[src/rtl/fir_psum_drain_pkg.sv]
// Shared definitions for the systolic FIR chain: data widths and the
// default chain length used by both the PE chain and the result drain.
package fir_psum_drain_pkg;

    localparam int PSUM_W       = 16;  // partial-sum width leaving each PE
    localparam int ELEM_W       = 8;   // sample element width entering the chain
    localparam int TAPS_DEFAULT = 4;   // PEs in the chain, equal to its latency

endpackage

[src/rtl/fir_psum_drain_fifo.sv]
// psum_fifo: first-word-fall-through synchronous FIFO for chain results.
// Ports:
//   clk, clear        clock, asynchronous active-high reset
//   flush             synchronous restart; push/pop in that cycle are ignored
//   push, din         write request and data (accepted when not full or popping)
//   pop               read request (ignored when empty)
//   dout              head entry, 0 while empty
//   full, empty       occupancy flags
//   count             registered occupancy
//   almost_full       registered count >= AF_LEVEL
module psum_fifo #(
    parameter int W        = 16,
    parameter int DEPTH    = 8,
    parameter int AF_LEVEL = 6
) (
    input  logic                     clk,
    input  logic                     clear,
    input  logic                     flush,
    input  logic                     push,
    input  logic                     pop,
    input  logic [W-1:0]             din,
    output logic [W-1:0]             dout,
    output logic                     full,
    output logic                     empty,
    output logic                     almost_full,
    output logic [$clog2(DEPTH):0]   count
);

    localparam int AW = $clog2(DEPTH);
    localparam logic [AW:0]   FULL_CNT = (AW+1)'(DEPTH);
    localparam logic [AW:0]   AF_CNT   = (AW+1)'(AF_LEVEL);
    localparam logic [AW:0]   CNT_ONE  = (AW+1)'(1);
    localparam logic [AW-1:0] PTR_ONE  = AW'(1);

    logic [W-1:0]  mem [DEPTH];
    logic [AW-1:0] wr_ptr;
    logic [AW-1:0] rd_ptr;
    logic          do_push;
    logic          do_pop;
    logic [AW:0]   count_next;

    assign empty = (count == '0);
    assign full  = (count == FULL_CNT);
    assign dout  = empty ? '0 : mem[rd_ptr];

    // A full FIFO still accepts a write when the head leaves in the same cycle.
    assign do_pop  = pop && !empty && !flush;
    assign do_push = push && (!full || do_pop) && !flush;

    always_comb begin
        count_next = count;
        case ({do_push, do_pop})
            2'b10:   count_next = count + CNT_ONE;
            2'b01:   count_next = count - CNT_ONE;
            default: count_next = count;
        endcase
    end

    always_ff @(posedge clk or posedge clear) begin
        if (clear) begin
            wr_ptr      <= '0;
            rd_ptr      <= '0;
            count       <= '0;
            almost_full <= 1'b0;
        end else if (flush) begin
            wr_ptr      <= '0;
            rd_ptr      <= '0;
            count       <= '0;
            almost_full <= 1'b0;
        end else begin
            if (do_push) wr_ptr <= wr_ptr + PTR_ONE;
            if (do_pop)  rd_ptr <= rd_ptr + PTR_ONE;
            count       <= count_next;
            almost_full <= (count_next >= AF_CNT);
        end
    end

    // Storage needs no reset: dout is masked while empty.
    always_ff @(posedge clk) begin
        if (do_push) mem[wr_ptr] <= din;
    end

endmodule

[src/rtl/fir_psum_drain.sv]
// fir_psum_drain: result drain at the tail of the systolic FIR chain.
// Tracks which partial sums leaving the last PE are real, discards the
// TAPS-1 warm-up results, and buffers the rest for a valid/ready consumer.
// Ports:
//   clk, clear        clock, asynchronous active-high reset
//   sample_valid      feeder drove a real sample into the first PE this cycle
//   pSum_in           pSum_out of the last PE
//   flush             synchronous restart, single cycle
//   out_data          head result, out_valid marks it valid
//   out_ready         consumer accepts the head result
//   count             FIFO occupancy (registered)
//   almost_full       count >= AF_LEVEL (registered); feeder must stall
//   overflow          sticky: a result was dropped
module fir_psum_drain
    import fir_psum_drain_pkg::*;
#(
    parameter int TAPS     = TAPS_DEFAULT,
    parameter int DEPTH    = 8,
    parameter int AF_LEVEL = 6
) (
    input  logic                     clk,
    input  logic                     clear,
    input  logic                     sample_valid,
    input  logic [PSUM_W-1:0]        pSum_in,
    input  logic                     flush,
    output logic [PSUM_W-1:0]        out_data,
    output logic                     out_valid,
    input  logic                     out_ready,
    output logic [$clog2(DEPTH):0]   count,
    output logic                     almost_full,
    output logic                     overflow
);

    localparam int SW = $clog2(TAPS) + 1;
    localparam logic [SW-1:0] SKIP_INIT = SW'(TAPS - 1);
    localparam logic [SW-1:0] SKIP_ONE  = SW'(1);

    logic [TAPS-1:0] vpipe;
    logic [TAPS-1:0] vpipe_next;
    logic [SW-1:0]   skip_cnt;
    logic            arrive;
    logic            skipping;
    logic            wr_req;
    logic            pop;
    logic            fifo_full;
    logic            fifo_empty;

    // vpipe mirrors the chain latency so vpipe[TAPS-1] lines up with pSum_in.
    always_comb begin
        vpipe_next    = vpipe << 1;
        vpipe_next[0] = sample_valid;
    end

    assign arrive    = vpipe[TAPS-1];
    assign skipping  = (skip_cnt != '0);
    assign wr_req    = arrive && !skipping;
    assign out_valid = !fifo_empty;
    assign pop       = out_valid && out_ready;

    always_ff @(posedge clk or posedge clear) begin
        if (clear) begin
            vpipe    <= '0;
            skip_cnt <= SKIP_INIT;
            overflow <= 1'b0;
        end else if (flush) begin
            vpipe    <= '0;
            skip_cnt <= SKIP_INIT;
            overflow <= 1'b0;
        end else begin
            vpipe <= vpipe_next;
            if (arrive && skipping) skip_cnt <= skip_cnt - SKIP_ONE;
            if (wr_req && fifo_full && !pop) overflow <= 1'b1;
        end
    end

    psum_fifo #(
        .W        (PSUM_W),
        .DEPTH    (DEPTH),
        .AF_LEVEL (AF_LEVEL)
    ) u_fifo (
        .clk         (clk),
        .clear       (clear),
        .flush       (flush),
        .push        (wr_req),
        .pop         (pop),
        .din         (pSum_in),
        .dout        (out_data),
        .full        (fifo_full),
        .empty       (fifo_empty),
        .almost_full (almost_full),
        .count       (count)
    );

endmodule

[config.mk]
export PLATFORM = sky130hd
export DESIGN_NAME = fir_psum_drain
export DESIGN_NICKNAME = d
export VERILOG_FILES = /design/src/rtl/fir_psum_drain_pkg.sv /design/src/rtl/fir_psum_drain_fifo.sv /design/src/rtl/fir_psum_drain.sv
export SDC_FILE = /design/constraint.sdc
export NUM_CORES = 1
export LEC_CHECK = 0
export BUFFER_PORTS_ARGS = -buffer_cell sky130_fd_sc_hd__buf_2
export CELL_PAD_IN_SITES_DETAIL_PLACEMENT = 0
export CELL_PAD_IN_SITES_GLOBAL_PLACEMENT = 1
export CORE_MARGIN = 2
export CORE_UTILIZATION = 45
export CTS_CLUSTER_SIZE = 28
export DETAILED_ROUTE_END_ITERATION = 16
export HOLD_SLACK_MARGIN = 0.1
export PLACE_DENSITY_LB_ADDON = 0.1
export SYNTH_ARGS = -nofsm -noshare
export SYNTH_HDL_FRONTEND = slang
export SYNTH_SLANG_ARGS = --single-unit
[constraint.sdc]
create_clock -name clk -period 3.95 [get_ports clk]
set_input_delay 0.5925 -clock clk [delete_from_list [all_inputs] [get_ports clk]]
set_output_delay 0.5925 -clock clk [all_outputs]
set_load 0.005 [all_outputs]
==> summary.md, run 1 <==
| Metric | Value |
|---|---|
| Status | finished clean |
| CP peak stage delay | 0.36 ns |
| Clk pin slew, worst setup/hold paths | 0.06 ns |
| Crit Reg-Reg Endpoint | u_fifo.almost_full |
| WS Path Type | reg2reg |
| Hpwl dp | 6230 microns |
| Reg2Reg Setup Slack | 0.98 ns |
| Seq cells post-synth | 147 |
| Setup TNS | 0 ns |
| Mapped Area | 5910 sq um |
| Number of port buffers | 43 |
| Fillers | 1055 |
| Period utilisation layout | 0.752 |
| Sink Count | 147 |
| Post-layout min period | 2.97 ns |
| Number of vias per cell | 5.29 |
| Rows | 41 |
| Antenna Cells | 0 |
| Nets@finish | 402 |
| Most frequent cells in the layout | edfxtp_1 (128), buf_2 (43), nor2_1 (35) |
| FF-to-FF path depth | 13 |
| Reg area | 4320 sq um |
| R2r startpoint | skip_cnt[0] |
| Final Skew | 0.0104 ns |
| P_int | 2.56 mW |
| Max-cap viol count | 0 |
| Critical path cell sequence | inv_1, ha_1, ha_1, nand2_1, a21oi_1, nand2b_1, ha_1, xor2_1, ha_1, a21oi_1, mux2i_1, xor2_1, o221ai_1 |
| Leak | 2.40 nW |
| Post-CTS Resized | 0 |
| Sw Share | 0.186 |
| First-pass GRT wire length | 17200 microns |
| Area growth from synthesis to layout | 17.0% |
| RSZ-0062 raised after global routing | no |
| CTS buffer count | 17 |
| Root Buffer Master | clkbuf_16 |
| Die Wd | 119 microns |
| Clk_lat worst skew | 0.42 ns |
| Crit end category | register |
| Hold Buf Count CTS | 0 |
| Worst VDD drop | 0.000195 V |
| Initial antenna violation count | 0 |
| # IOs | 44 |
| Origin of the worst setup path | skip_cnt[0] |
| Slowest-stage cell, CP | dfstp_2 |
| Largest net degree at the start of global routing | 26 |
| Gp weighted congestion | 0.756 |
| CTS H-tree lvls | 4 |
| Crit path top cell by count | ha_1 |
| Startpoint Class | register |
| Pwr Density | 455 nW/um^2 |
| CTS tree | built |
| Total track usage | 0.168 |
| Hold WC Path Type | in2async |
| Post-CTS Setup Bufs | 0 |
| Initial DRC count | 154 |
| Post-Synthesis Mean Instance Area | 18.8 sq um |
| Slew Limit Fails | 0 |
| WP data required | 4.23 ns |
| Commonest non-fill, non-tap cell in the layout | edfxtp_1 |
| Syn nets | 343 |
| Worst-Margin Slew | 0.783 ns |
| ANT nets after route | 0 |
| Post-DP Area | 6400 sq um |
| Final setup fails | 0 |
| Vias in the first global route | 3039 |
| Final Non-Filler Cells | 559 |
| Final hold vios | 0 |
| Clock power frac | 0.451 |
| Avg WL per Cell | 19.4 microns |
| Sequential share of the synthesized area | 0.731 |
| Post-synthesis cell count | 315 |
| Logic pwr share | 0.012 |
| Via count | 2958 |
| Syn. warnings | 0 |
| Dpl cells | 527 |
| Footprint of the multi-input gates | 1520 sq um |
| Die Ht | 119 microns |
| Arr. time, crit path | 3.25 ns |
| Pre-antenna DRT Iters | 4 |
| Starting density of the core | 0.465 |
| Sequential group share of total power | 0.538 |
| GRT overflow | 0 |
| Layout Utilization | 0.544 |
| Finished Cell Area | 6920 sq um |
| Sw Pwr | 0.586 mW |
| Full die area | 14100 sq um |
| Distinct cells, synth | 38 |
| Worst Setup EP | u_fifo.almost_full |
| Worst-path maximum fanout | 6 |
| Max Clk Rate | 336 MHz |
| Relative slew margins | 0.478 |
| DRC Markers | 0 |
| Clk buf depth | 2 |
| Final wirelength | 10800 microns |
| Share of layout cells above drive strength 1 | 0.310 |
| Core Box Area | 12700 sq um |
[critical path, delay by kind of cell, from the launching register on]
| family | cells | cell delay (ns) |
|---|---|---|
| xor+xnor | 2 | 0.41 |
| mux | 1 | 0.24 |
| fa+ha+maj | 4 | 0.84 |
| compound gates | 3 | 0.61 |
| flops | 1 | 0.36 |
| simple gates | 2 | 0.31 |
| buf+inv | 1 | 0.08 |
[area by class of cell]
cell class | count | share of cell area
clock buffers | 25 | 0.0658
clock inverters | 7 | 0.00904
inverters | 7 | 0.00380
multi-input cells | 146 | 0.220
flip-flops and latches | 147 | 0.625
well taps | 172 | 0.0311
repair buffers | 55 | 0.0459
[synthesized netlist by cell type (all sizes together)]
cell type    n  area [sq um]
a211o        1          8.76
a211oi       1          7.51
a21oi        4          20.0
a311o        1          10.0
a31oi        1          6.26
buf          7          41.3
clkbuf       8          30.0
dfrtp       17           425
dfstp        2          52.6
edfxtp     128          3840
ha           7          87.6
inv          7          26.3
mux2i       19           190
mux4        32           721
nand2        5          18.8
nand2b       6          37.5
nand3        5          25.0
nand4        1          6.26
nand4bb      1          11.3
nor2        35           131
nor2b        6          37.5
nor3         2          10.0
nor4         3          40.0
nor4b        1          8.76
o21ai        2          10.0
o221ai       1          8.76
or2          1          6.26
or3          1          6.26
or3b         1          8.76
or4          1          7.51
xnor2        3          26.3
xor2         5          43.8
[flip-flops by register name, indices dropped and copies added (netlist names)]
signal and count:
u_fifo.rd_ptr 3, u_fifo.count 4, u_fifo.mem 128, u_fifo.wr_ptr 3, u_fifo.almost_full 1, overflow 1, skip_cnt 3, vpipe 4
[kinds of logic (layout without fill, tap and decap cells)]
group                    after synthesis  in the layout  share of synthesized area
buffers and inverters                 22             94                     0.0165
AND/OR/NAND/NOR                       69             69                     0.0601
AO/OA/AOI/OAI                         11             11                     0.0121
multiplexers                          51             51                      0.154
XOR/XNOR                               8              8                     0.0118
adder cells (fa/ha/maj)                7              7                     0.0148
flip-flops                           147            147                      0.731
[per-layer routing]
layer / global-route usage / wire length [microns] / vias up
met1: 0.220 / 4770 / 1539
li1: - / - / 1350
met3: 0.0468 / 427 / 11
met5: 0 / 0 / -
met4: 0.0670 / 126 / 0
met2: 0.268 / 5490 / 58
[power by group through the flow]
stage	clock [mW]	sequential, mW	combinational (mW)
after floorplan	0	1.72	0.00927
after global routing	1.52	1.69	0.0428
after CTS	1.45	1.69	0.0378
after global placement	0	1.72	0.0352
after detailed placement	0	1.72	0.0376
final	1.42	1.69	0.0368
[how the worst min path moves through the flow]
stage,to,slack (ns),cells past startpoint
6_report,vpipe[1],0.30,2
5_1_grt,vpipe[0],0.36,2
4_1_cts,vpipe[0],0.31,2
3_5_place_dp,vpipe[3],0.46,1
3_3_place_gp,vpipe[3],0.45,1
2_1_floorplan,vpipe[1],0.44,1
[metrics by stage]
stage	hold slack (ns)	setup slack [ns]	total power, mW
CTS	0.315	0.915	3.18
global route	0.365	0.776	3.25
detailed placement	0.460	0.955	1.76
floorplan	0.439	0.818	1.73
finish	0.296	0.978	3.15
global placement	0.449	0.996	1.76
Power figures use the tool's default switching activity.
==> run 2: changes to the inputs <==
==> constraint.sdc (replaced) <==
create_clock -name clk -period 2.95 [get_ports clk]
set_input_delay 0.4425 -clock clk [delete_from_list [all_inputs] [get_ports clk]]
set_output_delay 0.4425 -clock clk [all_outputs]
set_load 0.005 [all_outputs]
==> summary.md, run 2 (synthesis gave the netlist of run 1 again) <==
| Metric | Value |
|---|---|
| Hpwl dp | 6690 microns (was 6230 microns) |
| Post-layout min period | 2.75 ns (was 2.97 ns) |
| Largest net degree at the start of global routing | 27 (was 26) |
| Via count | 2942 (was 2958) |
| Final wirelength | 10900 microns (was 10800 microns) |
| ANT nets after route | 0 (unchanged) |
| First-pass GRT wire length | 17300 microns (was 17200 microns) |
| Slew Limit Fails | 0 (unchanged) |
| Hold Buf Count CTS | 0 (unchanged) |
| Avg WL per Cell | 19.2 microns (was 19.4 microns) |
| Starting density of the core | 0.465 (unchanged) |
| Layout Utilization | 0.566 (was 0.544) |
| GRT overflow | 0 (unchanged) |
| Max-cap viol count | 0 (unchanged) |
| Initial antenna violation count | 0 (unchanged) |
| CTS H-tree lvls | 4 (unchanged) |
| Root Buffer Master | clkbuf_16 (unchanged) |
| Leak | 2.52 nW (was 2.40 nW) |
| Fillers | 1041 (was 1055) |
| Pre-antenna DRT Iters | 4 (unchanged) |
| Worst-Margin Slew | 1.05 ns (was 0.783 ns) |
| Clk_lat worst skew | 0.41 ns (was 0.42 ns) |
| Worst VDD drop | 0.000414 V (was 0.000195 V) |
| Origin of the worst setup path | u_fifo.count[3] (was skip_cnt[0]) |
| Reg2Reg Setup Slack | 0.20 ns (was 0.98 ns) |
| R2r startpoint | u_fifo.count[3] (was skip_cnt[0]) |
| Die Ht | 119 microns (unchanged) |
| Sink Count | 147 (unchanged) |
| Pwr Density | 666 nW/um^2 (was 455 nW/um^2) |
| Antenna Cells | 0 (unchanged) |
| Worst-path maximum fanout | 9 (was 6) |
| Nets@finish | 408 (was 402) |
| Number of port buffers | 43 (unchanged) |
| Arr. time, crit path | 2.87 ns (was 3.25 ns) |
| CP peak stage delay | 0.84 ns (was 0.36 ns) |
| Worst slack, placed | 0.125 ns (was 0.955 ns) |
| Setup TNS | 0 ns (unchanged) |
| Full die area | 14100 sq um (unchanged) |
| Total track usage | 0.168 (about the same) |
| Relative slew margins | 0.297 (was 0.478) |
| Largest Register | u_fifo.mem (unchanged) |
| Core Box Area | 12700 sq um (unchanged) |
| Crit path max-delay family | simple AND/OR/NAND/NOR gates (was adder cells) |
| Dpl cells | 533 (was 527) |
| Final Non-Filler Cells | 565 (was 559) |
| # IOs | 44 (unchanged) |
| Most frequent cells in the layout | edfxtp_1 (128), buf_2 (43), nor2_1 (35) (unchanged) |
| WS Path Type | reg2reg (unchanged) |
| DRC Markers | 0 (unchanged) |
| Vias in the first global route | 3022 (was 3039) |
| Clk buf depth | 2 (unchanged) |
| Final Skew | 0.00705 ns (was 0.0104 ns) |
| Final setup margin | 0.197 ns (was 0.978 ns) |
| Crit Reg-Reg Endpoint | u_fifo.mem[4][9] (was u_fifo.almost_full) |
| Area growth from synthesis to layout | 21.8% (was 17.0%) |
| Gp weighted congestion | 0.772 (was 0.756) |
| Hold WC Path Type | in2async (unchanged) |
| Startpoint Class | register (unchanged) |
| Top flop regs | u_fifo.mem x128, u_fifo.count x4, vpipe x4 (unchanged) |
| FF-to-FF path depth | 5 (was 13) |
| Final hold vios | 0 (unchanged) |
| Commonest non-fill, non-tap cell in the layout | edfxtp_1 (unchanged) |
| CTS tree | built (unchanged) |
| Critical path cell sequence | nor4b_2, nor2b_1, or3_1, nor2_1, buf_4 (was inv_1, ha_1, ha_1, nand2_1, a21oi_1, nand2b_1, ha_1, xor2_1, ha_1, a21oi_1, mux2i_1, xor2_1, o221ai_1) |
| WP data required | 3.06 ns (was 4.23 ns) |
| RSZ-0062 raised after global routing | no (unchanged) |
| Number of vias per cell | 5.21 (was 5.29) |
| Slowest-stage cell, CP | nor2_1 (was dfstp_2) |
| Rows | 41 (unchanged) |
| Die Wd | 119 microns (unchanged) |
| Status | finished clean (unchanged) |
| CTS buffer count | 17 (unchanged) |
| Buf+Inv Stages, Crit Path | 1 (unchanged) |
| Final setup fails | 0 (unchanged) |
| Period utilisation layout | 0.933 (was 0.752) |
| Post-CTS Setup Bufs | 0 (unchanged) |
| Crit end category | register (unchanged) |
| Max Clk Rate | 363 MHz (was 336 MHz) |
| Max reg flops | 128 (unchanged) |
| Initial DRC count | 221 (was 154) |
| Share of layout cells above drive strength 1 | 0.344 (was 0.310) |
| Clk pin slew, worst setup/hold paths | 0.06 ns (about the same) |
==> run 2: changes by cell type in the layout (fill, tap and decap cells not counted), moves of 2 or more <==
| cell | previous run | this run |
|---|---|---|
| buf_4 | 11 | 13 |
| clkinvlp_4 | 1 | 3 |
| bufinv_16 | 1 | 7 |
| clkbuf_1 | 8 | 0 |
| buf_12 | 1 | 5 |
| clkinv_2 | 5 | 3 |
==> run 2: where the power goes <==
group	switching (mW)	internal, mW
registers	0.000783	2.26
logic	0.0365	0.0149
clock network	0.814	1.66
==> run 2: repair_timing <==
item,in CTS,in global routing
endpoints found under the setup margin,0,2
resized for setup,0,2
endpoints found under the hold margin,0,0
==> run 2: area by class of cell <==
| cell class | count | area [sq um] | area share |
|---|---|---|---|
| clock buffers | 17 | 425 | 0.0591 |
| clock inverters | 15 | 260 | 0.0361 |
| inverters | 7 | 26.3 | 0.00365 |
| multi-input cells | 146 | 1540 | 0.214 |
| flip-flops and latches | 147 | 4320 | 0.600 |
| well taps | 172 | 215 | 0.0299 |
| repair buffers | 61 | 413 | 0.0573 |
==> run 2: layer usage <==
layer / track usage / vias to the layer above / wire length, microns
met5: 0 / - / 0
met4: 0.0662 / 0 / 181
met3: 0.0492 / 13 / 408
met2: 0.267 / 54 / 5450
met1: 0.219 / 1506 / 4820
li1: - / 1369 / -
==> run 2: through the flow <==
step / power, mW / instance area [sq um] / hold slack, ns
2_1_floorplan: 2.32 / 5920 / 0.392
5_1_grt: 4.93 / 7200 / 0.219
6_report: 4.79 / 7200 / 0.146
4_1_cts: 4.83 / 7190 / 0.173
3_5_place_dp: 2.36 / 6510 / 0.456
3_3_place_gp: 2.36 / 6510 / 0.447
==> run 2: worst max path at each step <==
stage	endpoint	slack (ns)	cells past startpoint
floorplan	u_fifo.mem[3][0]	0.18	5
detailed placement	u_fifo.mem[4][15]	0.13	5
finish	u_fifo.mem[4][9]	0.20	5
global placement	u_fifo.almost_full	0.17	10
global route	u_fifo.mem[4][9]	0.02	9
CTS	u_fifo.mem[4][12]	0.11	5
